===== src/rtl/ov7670_config_sequencer.sv =====
// OV7670 startup configuration sequencer.
//
// Walks a startup ROM of {register, value} commands and issues one SCCB write per entry.
// The entry 16'hFFF0 inserts a DELAY_CYCLES pause, and the entry 16'hFFFF ends the list.
//
// Optional feature: define OV7670_SEQ_TIMEOUT_EN to enable the SCCB acknowledge watchdog.
// Without it, WAIT_ACK waits indefinitely and error is tied low.
//
// Ports:
//   clk, rst      clock and asynchronous active-high reset
//   start         single-cycle request to run the full command list
//   rom_cmd       current ROM command: [15:8] register, [7:0] value
//   rom_inc       single-cycle pulse that advances the ROM address
//   rom_rst_n     active-low ROM address rewind (held low in IDLE and DONE)
//   sccb_ready    SCCB master idle and able to accept a write
//   sccb_start    single-cycle write request to the SCCB master
//   sccb_id       device ID (constant CAM_ID)
//   sccb_addr     register address of the current write
//   sccb_data     value of the current write
//   busy          sequence in progress
//   done          list completed; held until the next start
//   error         watchdog abort; held until the next start
module ov7670_config_sequencer #(
  parameter int unsigned DELAY_CYCLES   = 250000,
  parameter int unsigned TIMEOUT_CYCLES = 1000000,
  parameter logic [7:0]  CAM_ID         = 8'h42
) (
  input  logic        clk,
  input  logic        rst,
  input  logic        start,
  input  logic [15:0] rom_cmd,
  output logic        rom_inc,
  output logic        rom_rst_n,
  input  logic        sccb_ready,
  output logic        sccb_start,
  output logic [7:0]  sccb_id,
  output logic [7:0]  sccb_addr,
  output logic [7:0]  sccb_data,
  output logic        busy,
  output logic        done,
  output logic        error
);

  localparam int unsigned MaxCycles = (DELAY_CYCLES > TIMEOUT_CYCLES) ? DELAY_CYCLES
                                                                       : TIMEOUT_CYCLES;
  // One spare bit so the counter can never wrap before its terminal compare.
  localparam int unsigned CntW = $clog2(MaxCycles) + 1;

  localparam logic [CntW-1:0] DelayLast   = CntW'(DELAY_CYCLES - 1);
  localparam logic [CntW-1:0] RomWaitLast = CntW'(1);

  localparam logic [15:0] CmdEnd   = 16'hFFFF;
  localparam logic [15:0] CmdDelay = 16'hFFF0;

  typedef enum logic [2:0] {
    StIdle,
    StRomWait,
    StFetch,
    StSend,
    StWaitAck,
    StDelay,
    StAdvance,
    StDone
  } state_e;

  state_e          state_q, state_d;
  logic [CntW-1:0] cnt_q, cnt_d;
  logic [7:0]      addr_q, addr_d;
  logic [7:0]      data_q, data_d;
  logic            start_q, start_d;
  logic            done_q, done_d;

`ifdef OV7670_SEQ_TIMEOUT_EN
  localparam logic [CntW-1:0] TimeoutLast = CntW'(TIMEOUT_CYCLES - 1);
  logic error_q, error_d;
`endif

  always_comb begin
    state_d = state_q;
    cnt_d   = cnt_q;
    addr_d  = addr_q;
    data_d  = data_q;
    start_d = 1'b0;
    done_d  = done_q;
`ifdef OV7670_SEQ_TIMEOUT_EN
    error_d = error_q;
`endif
    unique case (state_q)
      StIdle, StDone: begin
        if (start) begin
          done_d  = 1'b0;
`ifdef OV7670_SEQ_TIMEOUT_EN
          error_d = 1'b0;
`endif
          cnt_d   = '0;
          state_d = StRomWait;
        end
      end
      // Two cycles: ROM address register, then ROM command register.
      StRomWait: begin
        if (cnt_q == RomWaitLast) begin
          cnt_d   = '0;
          state_d = StFetch;
        end else begin
          cnt_d = cnt_q + 1'b1;
        end
      end
      StFetch: begin
        cnt_d = '0;
        if (rom_cmd == CmdEnd) begin
          done_d  = 1'b1;
          state_d = StDone;
        end else if (rom_cmd == CmdDelay) begin
          state_d = StDelay;
        end else begin
          state_d = StSend;
        end
      end
      StSend: begin
        if (sccb_ready) begin
          start_d = 1'b1;
          addr_d  = rom_cmd[15:8];
          data_d  = rom_cmd[7:0];
          cnt_d   = '0;
          state_d = StWaitAck;
        end
      end
      // The first WAIT_ACK cycle carries the start pulse; the master has not yet dropped
      // ready, so ready is only honoured once the pulse is gone.
      StWaitAck: begin
        if (!start_q && sccb_ready) begin
          cnt_d   = '0;
          state_d = StAdvance;
        end else begin
`ifdef OV7670_SEQ_TIMEOUT_EN
          if (cnt_q == TimeoutLast) begin
            cnt_d   = '0;
            error_d = 1'b1;
            state_d = StDone;
          end else begin
            cnt_d = cnt_q + 1'b1;
          end
`endif
        end
      end
      StDelay: begin
        if (cnt_q == DelayLast) begin
          cnt_d   = '0;
          state_d = StAdvance;
        end else begin
          cnt_d = cnt_q + 1'b1;
        end
      end
      StAdvance: begin
        cnt_d   = '0;
        state_d = StRomWait;
      end
      default: begin
        state_d = StIdle;
      end
    endcase
  end

  always_ff @(posedge clk or posedge rst) begin
    if (rst) begin
      state_q <= StIdle;
      cnt_q   <= '0;
      addr_q  <= '0;
      data_q  <= '0;
      start_q <= 1'b0;
      done_q  <= 1'b0;
    end else begin
      state_q <= state_d;
      cnt_q   <= cnt_d;
      addr_q  <= addr_d;
      data_q  <= data_d;
      start_q <= start_d;
      done_q  <= done_d;
    end
  end

`ifdef OV7670_SEQ_TIMEOUT_EN
  always_ff @(posedge clk or posedge rst) begin
    if (rst) begin
      error_q <= 1'b0;
    end else begin
      error_q <= error_d;
    end
  end
  assign error = error_q;
`else
  assign error = 1'b0;
`endif

  // Decoded from the state register so that reset forces them low at once.
  assign busy       = (state_q != StIdle) && (state_q != StDone);
  assign rom_rst_n  = busy;
  assign rom_inc    = (state_q == StAdvance);
  assign done       = done_q;
  assign sccb_start = start_q;
  assign sccb_id    = CAM_ID;
  assign sccb_addr  = addr_q;
  assign sccb_data  = data_q;

endmodule


===== config.mk =====
export PLATFORM = sky130hd
export DESIGN_NAME = ov7670_config_sequencer
export DESIGN_NICKNAME = d
export VERILOG_FILES = /design/src/rtl/ov7670_config_sequencer.sv
export SDC_FILE = /design/constraint.sdc
export NUM_CORES = 1
export LEC_CHECK = 0
export CORE_MARGIN = 2
export CORE_UTILIZATION = 40
export DETAILED_ROUTE_END_ITERATION = 6
export HOLD_SLACK_MARGIN = 0.12
export PLACE_DENSITY = 0.65
export SLEW_MARGIN = 20
export SYNTH_ARGS = -nofsm -noshare
export SYNTH_HDL_FRONTEND = slang
export SYNTH_SLANG_ARGS = --single-unit

===== constraint.sdc =====
create_clock -name clk -period 2.3 [get_ports clk]
set_input_delay 0.46 -clock clk [delete_from_list [all_inputs] [get_ports clk]]
set_output_delay 0.46 -clock clk [all_outputs]
set_load 0.01 [all_outputs]

Yosys cells after proc, flatten, opt, wreduce, memory -nomap -nowiden
Index checks and enable logic that the tools add are counted.
{ "word_totals": {"ff_bits": 42, "inputBits": 20, "wordCells": 56} }
{ "op_classes": {"addsub": 1, "n_eq_ne": 18, "mux": 19, "reduce_logical": 12} }
{ "ops": {"columns": ["op", "n"], "rows": [
  ["$pmux W21 S6", 1],
  ["$mux W21", 5],
  ["$eq A16 B16 Y1 const B", 2],
  ["$add A21 B1 Y21 const B", 1],
  ["$eq A21 B1 Y1 const B", 1],
  ["$eq A21 B18 Y1 const B", 1],
  ["$mux W3", 7],
  ["$pmux W3 S7", 1],
  ["$eq A3 B3 Y1 const B", 4],
  ["$ne A2 B2 Y1 const B", 6],
  ["$eq A3 B2 Y1 const B", 2],
  ["$reduce_and A3 Y1", 2],
  ["$reduce_and A5 Y1", 1],
  ["$mux W1", 4],
  ["$reduce_or A2 Y1", 2],
  ["$eq A3 B1 Y1 const B", 1],
  ["$logic_not A3 Y1", 1],
  ["$ne A3 B3 Y1 const B", 1],
  ["$reduce_bool A3 Y1", 1],
  ["$logic_and A1 B1 Y1", 2],
  ["$pmux W1 S2", 1],
  ["$reduce_and A2 Y1", 1],
  ["$reduce_bool A2 Y1", 1],
  ["$logic_not A1 Y1", 1]
]} }

Logic depth before layout (Yosys ltp)
{ "depth": {"ltp_word": 4, "mapped_depth": 7} }

Worst setup path after synthesis
No wires, ideal clock.
{ "synth_path": {"kind": "reg2out", "from": "register state_q[0]", "to": "output port rom_rst_n", "arrival_time_ns": 1.303, "t_required_ns": 1.840, "path_slack_ns": 0.537, "stages_incl_launch_ff": 6, "path_buffers": 3, "cell_sequence": "dfrtp_1 clkbuf_1 buf_1 nor3_1 nor2_1 buf_4"} }
{ "synth_via": {"elab_chain_cells": 2, "word_cells_on_any_way": 3} }
{ "synth_lines": {"columns": ["item", "line", "source"], "rows": [
  ["start: declaration", "66", "state_e state_q, state_d;"],
  ["start signal: assignment", "166", "state_q <= StIdle;"],
  ["start signal: assignment", "173", "state_q <= state_d;"],
  ["$ne A3 B3 Y1 or $reduce_bool A3 Y1 (tied branches)", "196", "assign busy = (state_q != StIdle) && (state_q != StDone);"],
  ["$logic_and A1 B1 Y1 *", "196", null],
  ["end: declaration", "33", "output logic rom_rst_n,"]
]} }
Every way passes the cells marked *; elsewhere a longest branch is shown, timed or not.

Worst setup path in the final report
{ "layout_path": {"from": "register state_q[2]", "to": "output port rom_rst_n"} }
The elaborated chain is that of the path after synthesis.

==> out/results.ini <==
[power]
power_switching_share_pct=38.4
intPower_mw=1.74
p_sw_mw=1.08
p_comb_share_pct=43.7
p_leak_nw=1.27
worst_ir_drop_vdd_uv=519
pwr-share-clk_pct=17.8
power_mw=2.82
pwr_density_cell_nw_per_um2=960
sequentialPowerShare_pct=38.5

[sta]
min_period_ns=2.15
rsz_0062_raised_after_global_routing=no
timing_worst_slew_pin_value_ns=0.545
report.final.setup_viol=0
timing.max_slew.rel_slack_pct=63.7
hold_viol_final=0
final_tns_setup_ns=0
maxSlewViolCount=0
fin_crit_sh_pct=93.6
timing.fmax_ghz=0.465
clock_skew_ns=0.00533

[synthesis]
asyncSetResetFlopFracSynth_pct=100
yosysSeqAreaShare_pct=44.6
synth.lib_cells_used.distinct=47
yosys-top-cells-area=sky130_fd_sc_hd__dfrtp_1 (45%), sky130_fd_sc_hd__nand2_1 (11%), sky130_fd_sc_hd__nand3_1 (4.2%)
syn_area_per_cell_sq_um=8.47
synthDominantCellAreaShare_pct=44.6
yosys_warnings=0
netlist_instances=278
synthFlopType=sky130_fd_sc_hd__dfrtp_1
synthesis.area_sq_um=2360
postSynthRegisterBits=42
synth_area_leader_cell=sky130_fd_sc_hd__dfrtp_1
synth_edf_count=0

[grt]
grt.met1_usage_pct=25.1
top_usage_layer_grt=met2
grt_max_degree=43
met2_usage_pct=31.1
vias_in_the_first_global_route=2110
global_route.usage.total_pct=19.3
grt_antenna_before_repair=0
globalRouteOverflowTotal=0
grt_pass1_wl_um=9880
use_met3_pct=5.44

[status]
status=completed

[layout]
layout-area-overhead-vs-synth_pct=24.9
finalNonFillerCells=392
post_route_cells_drive_above_1_share_pct=9.06
nFillCells=552
antenna_cells_inserted=0
finalNetCount=341
final_cell_area_sq_um=2940

[placed_design]
placement.cell_area_sq_um=2850
gp_congestion=0.798
place.detailed.instances=384
count_of_buffers_from_port_buffering=40
hpwl_um=3940

[clock_tree]
clock_tree.root_cell=sky130_fd_sc_hd__clkbuf_8
numCtsBuffers=5
cts_post_setup_buffers_inserted=0
clock_sinks=42
clock_tree_buffer_depth=2
clk_transition_reported_paths_ns=0.08
ctsHtreeMaxLevel=2
cts_tree=done
insertion_delay_ns=0.30

[worst_setup_path]
critical_path.cell_chain=and3_1, nor2_1, clkdlybuf4s50_1
max_stage_delay_ns=0.55
crit_type=reg2out
critPathLaunchType=flip-flop
worst_path_slowest_cell=sky130_fd_sc_hd__clkdlybuf4s50_1
critical_path.max_fanout=13
critPathArrivalTime_ns=1.69
cp.required_ns=1.84
critical_path.endpoint_type=output pin

[route]
num_vias=2176
drt_pre_antenna_iters=4
final_antenna_net_count=0
initialDrtViolationCount=176
totalWireLength_um=5690
drt-vias-per-instance=5.55
route.detailed.drc=0
wl_per_cell_um=14.5

[min_path]
timing.hold.worst.class=reg2reg

[die]
num_rows=27
start_util_pct=42.0
die_h_um=80.7
standard_cell_core_area_sq_um=5610
die_area_sq_um=6520
die_width_um=80.7
ioPinCount=50

[job]
drv.max_cap_violation_count=0

-- power by group through the flow --
stage,Clock (mW),Combinational (mW),Sequential [mW]
finish,0.503,1.24,1.09
global route,0.551,1.37,1.12
CTS,0.515,1.24,1.09
detailed placement,0,1.24,1.09
global placement,0,1.24,1.09
floorplan,0,0.645,1.09
-- layer usage --
layer	share of wire, %	vias to the layer above
met2	47	63
met3	6.4	8
li1	-	1070
met1	45	1035
met4	1.2	0
met5	0	-
-- logic make-up (layout without fill, tap and decap cells) --
family	after synthesis	count (layout)	share of synthesized area, %
adders and majority gates	2	2	1.06
other	2	9	0.319
and+or+nand+nor	152	152	33.1
muxes	1	1	0.425
buffers and inverters	33	68	7.33
AOI/OAI and AO/OA	46	46	13.2
DFF	42	42	44.6
-- state kept, by name, indices dropped and copies added, names as in the netlist --
signal and flops:
sccb_data 8, state_q 3, done 1, sccb_addr 8, cnt_q 21, sccb_start 1
-- metrics by stage --
stage | hold WS (ns) | util (%) | setup slack, ns
after floorplan | 0.501 | - | 0.537
after global placement | 0.459 | 50.8 | 0.121
after detailed placement | 0.462 | 50.8 | 0.0699
after CTS | 0.489 | 52.4 | 0.0511
after global routing | 0.505 | 52.5 | 0.0692
final | 0.485 | 52.5 | 0.147
-- cells in the mapped netlist, types with 2 or more instances --
library cell	count
sky130_fd_sc_hd__a31oi_1	2
sky130_fd_sc_hd__nand3b_1	5
sky130_fd_sc_hd__nor4_1	5
sky130_fd_sc_hd__nor3_1	6
sky130_fd_sc_hd__a22oi_1	3
sky130_fd_sc_hd__nand4b_1	2
sky130_fd_sc_hd__nand4_1	12
sky130_fd_sc_hd__o211ai_1	2
sky130_fd_sc_hd__nor2_1	9
sky130_fd_sc_hd__and3_1	5
sky130_fd_sc_hd__dfrtp_1	42
sky130_fd_sc_hd__buf_2	5
sky130_fd_sc_hd__and4_1	2
sky130_fd_sc_hd__inv_1	4
sky130_fd_sc_hd__conb_1	2
sky130_fd_sc_hd__nand3_1	20
sky130_fd_sc_hd__clkbuf_1	9
sky130_fd_sc_hd__o311ai_1	5
sky130_fd_sc_hd__nand2_1	72
sky130_fd_sc_hd__or4_1	2
sky130_fd_sc_hd__nor2b_1	2
sky130_fd_sc_hd__a21oi_1	12
sky130_fd_sc_hd__buf_1	2
sky130_fd_sc_hd__a22o_1	2
sky130_fd_sc_hd__o21ai_0	6
sky130_fd_sc_hd__and3b_1	2
sky130_fd_sc_hd__buf_4	11
sky130_fd_sc_hd__o31ai_1	6
sky130_fd_sc_hd__ha_1	2
sky130_fd_sc_hd__o22ai_1	2
-- path summary, 6_finish.rpt --
path                                   start      endpoint  slack (ns)  cells after the start
worst max register to register      cnt_q[0]      cnt_q[4]        0.35                      7
worst min register to register  sccb_data[4]  sccb_data[4]        0.49                      2
worst min-delay path            sccb_data[4]  sccb_data[4]        0.49                      2
max in group asynchronous                rst    state_q[2]        1.31                      3
min in group asynchronous                rst      cnt_q[3]        0.58                      3
worst max-delay path              state_q[2]     rom_rst_n        0.15                      3
-- what timing repair did --
item | CTS | global route
setup endpoints to repair | 0 | 3
resized for setup | 0 | 1
endpoints found under the hold margin | 0 | 0
hold buffers | 0 | 0
-- cell usage in the layout, fill, tap and decap left out, drive strengths merged, types with 6 or more instances in the layout --
| cell | count |
|---|---|
| nor2 | 9 |
| o311ai | 6 |
| o31ai | 6 |
| nand2 | 72 |
| dfrtp | 42 |
| buf | 15 |
| nand4 | 13 |
| o21ai | 6 |
| nor3 | 6 |
| nand3 | 21 |
| clkbuf | 7 |
| a21oi | 12 |
| nor4 | 7 |
| conb | 9 |
| clkdlybuf4s50 | 40 |
-- critical path: cells and delay by family (launching register included) --
kind / cells / cell delay (ns)
buffers and inverters: 1 / 0.55
and+or+nand+nor: 2 / 0.34
DFF: 1 / 0.50
-- cell type report --
cell class | count | area, sq um | share of cell area (%)
Multi-Input combinational cell | 210 | 1160 | 39.6
Sequential cell | 42 | 1050 | 35.8
Timing Repair Buffer | 55 | 526 | 17.9
Tap cell | 72 | 90.1 | 3.06
Clock buffer | 7 | 86.3 | 2.93
Inverter | 5 | 18.8 | 0.638
Clock inverter | 1 | 5.00 | 0.170
(Power assumes the default switching activity.)
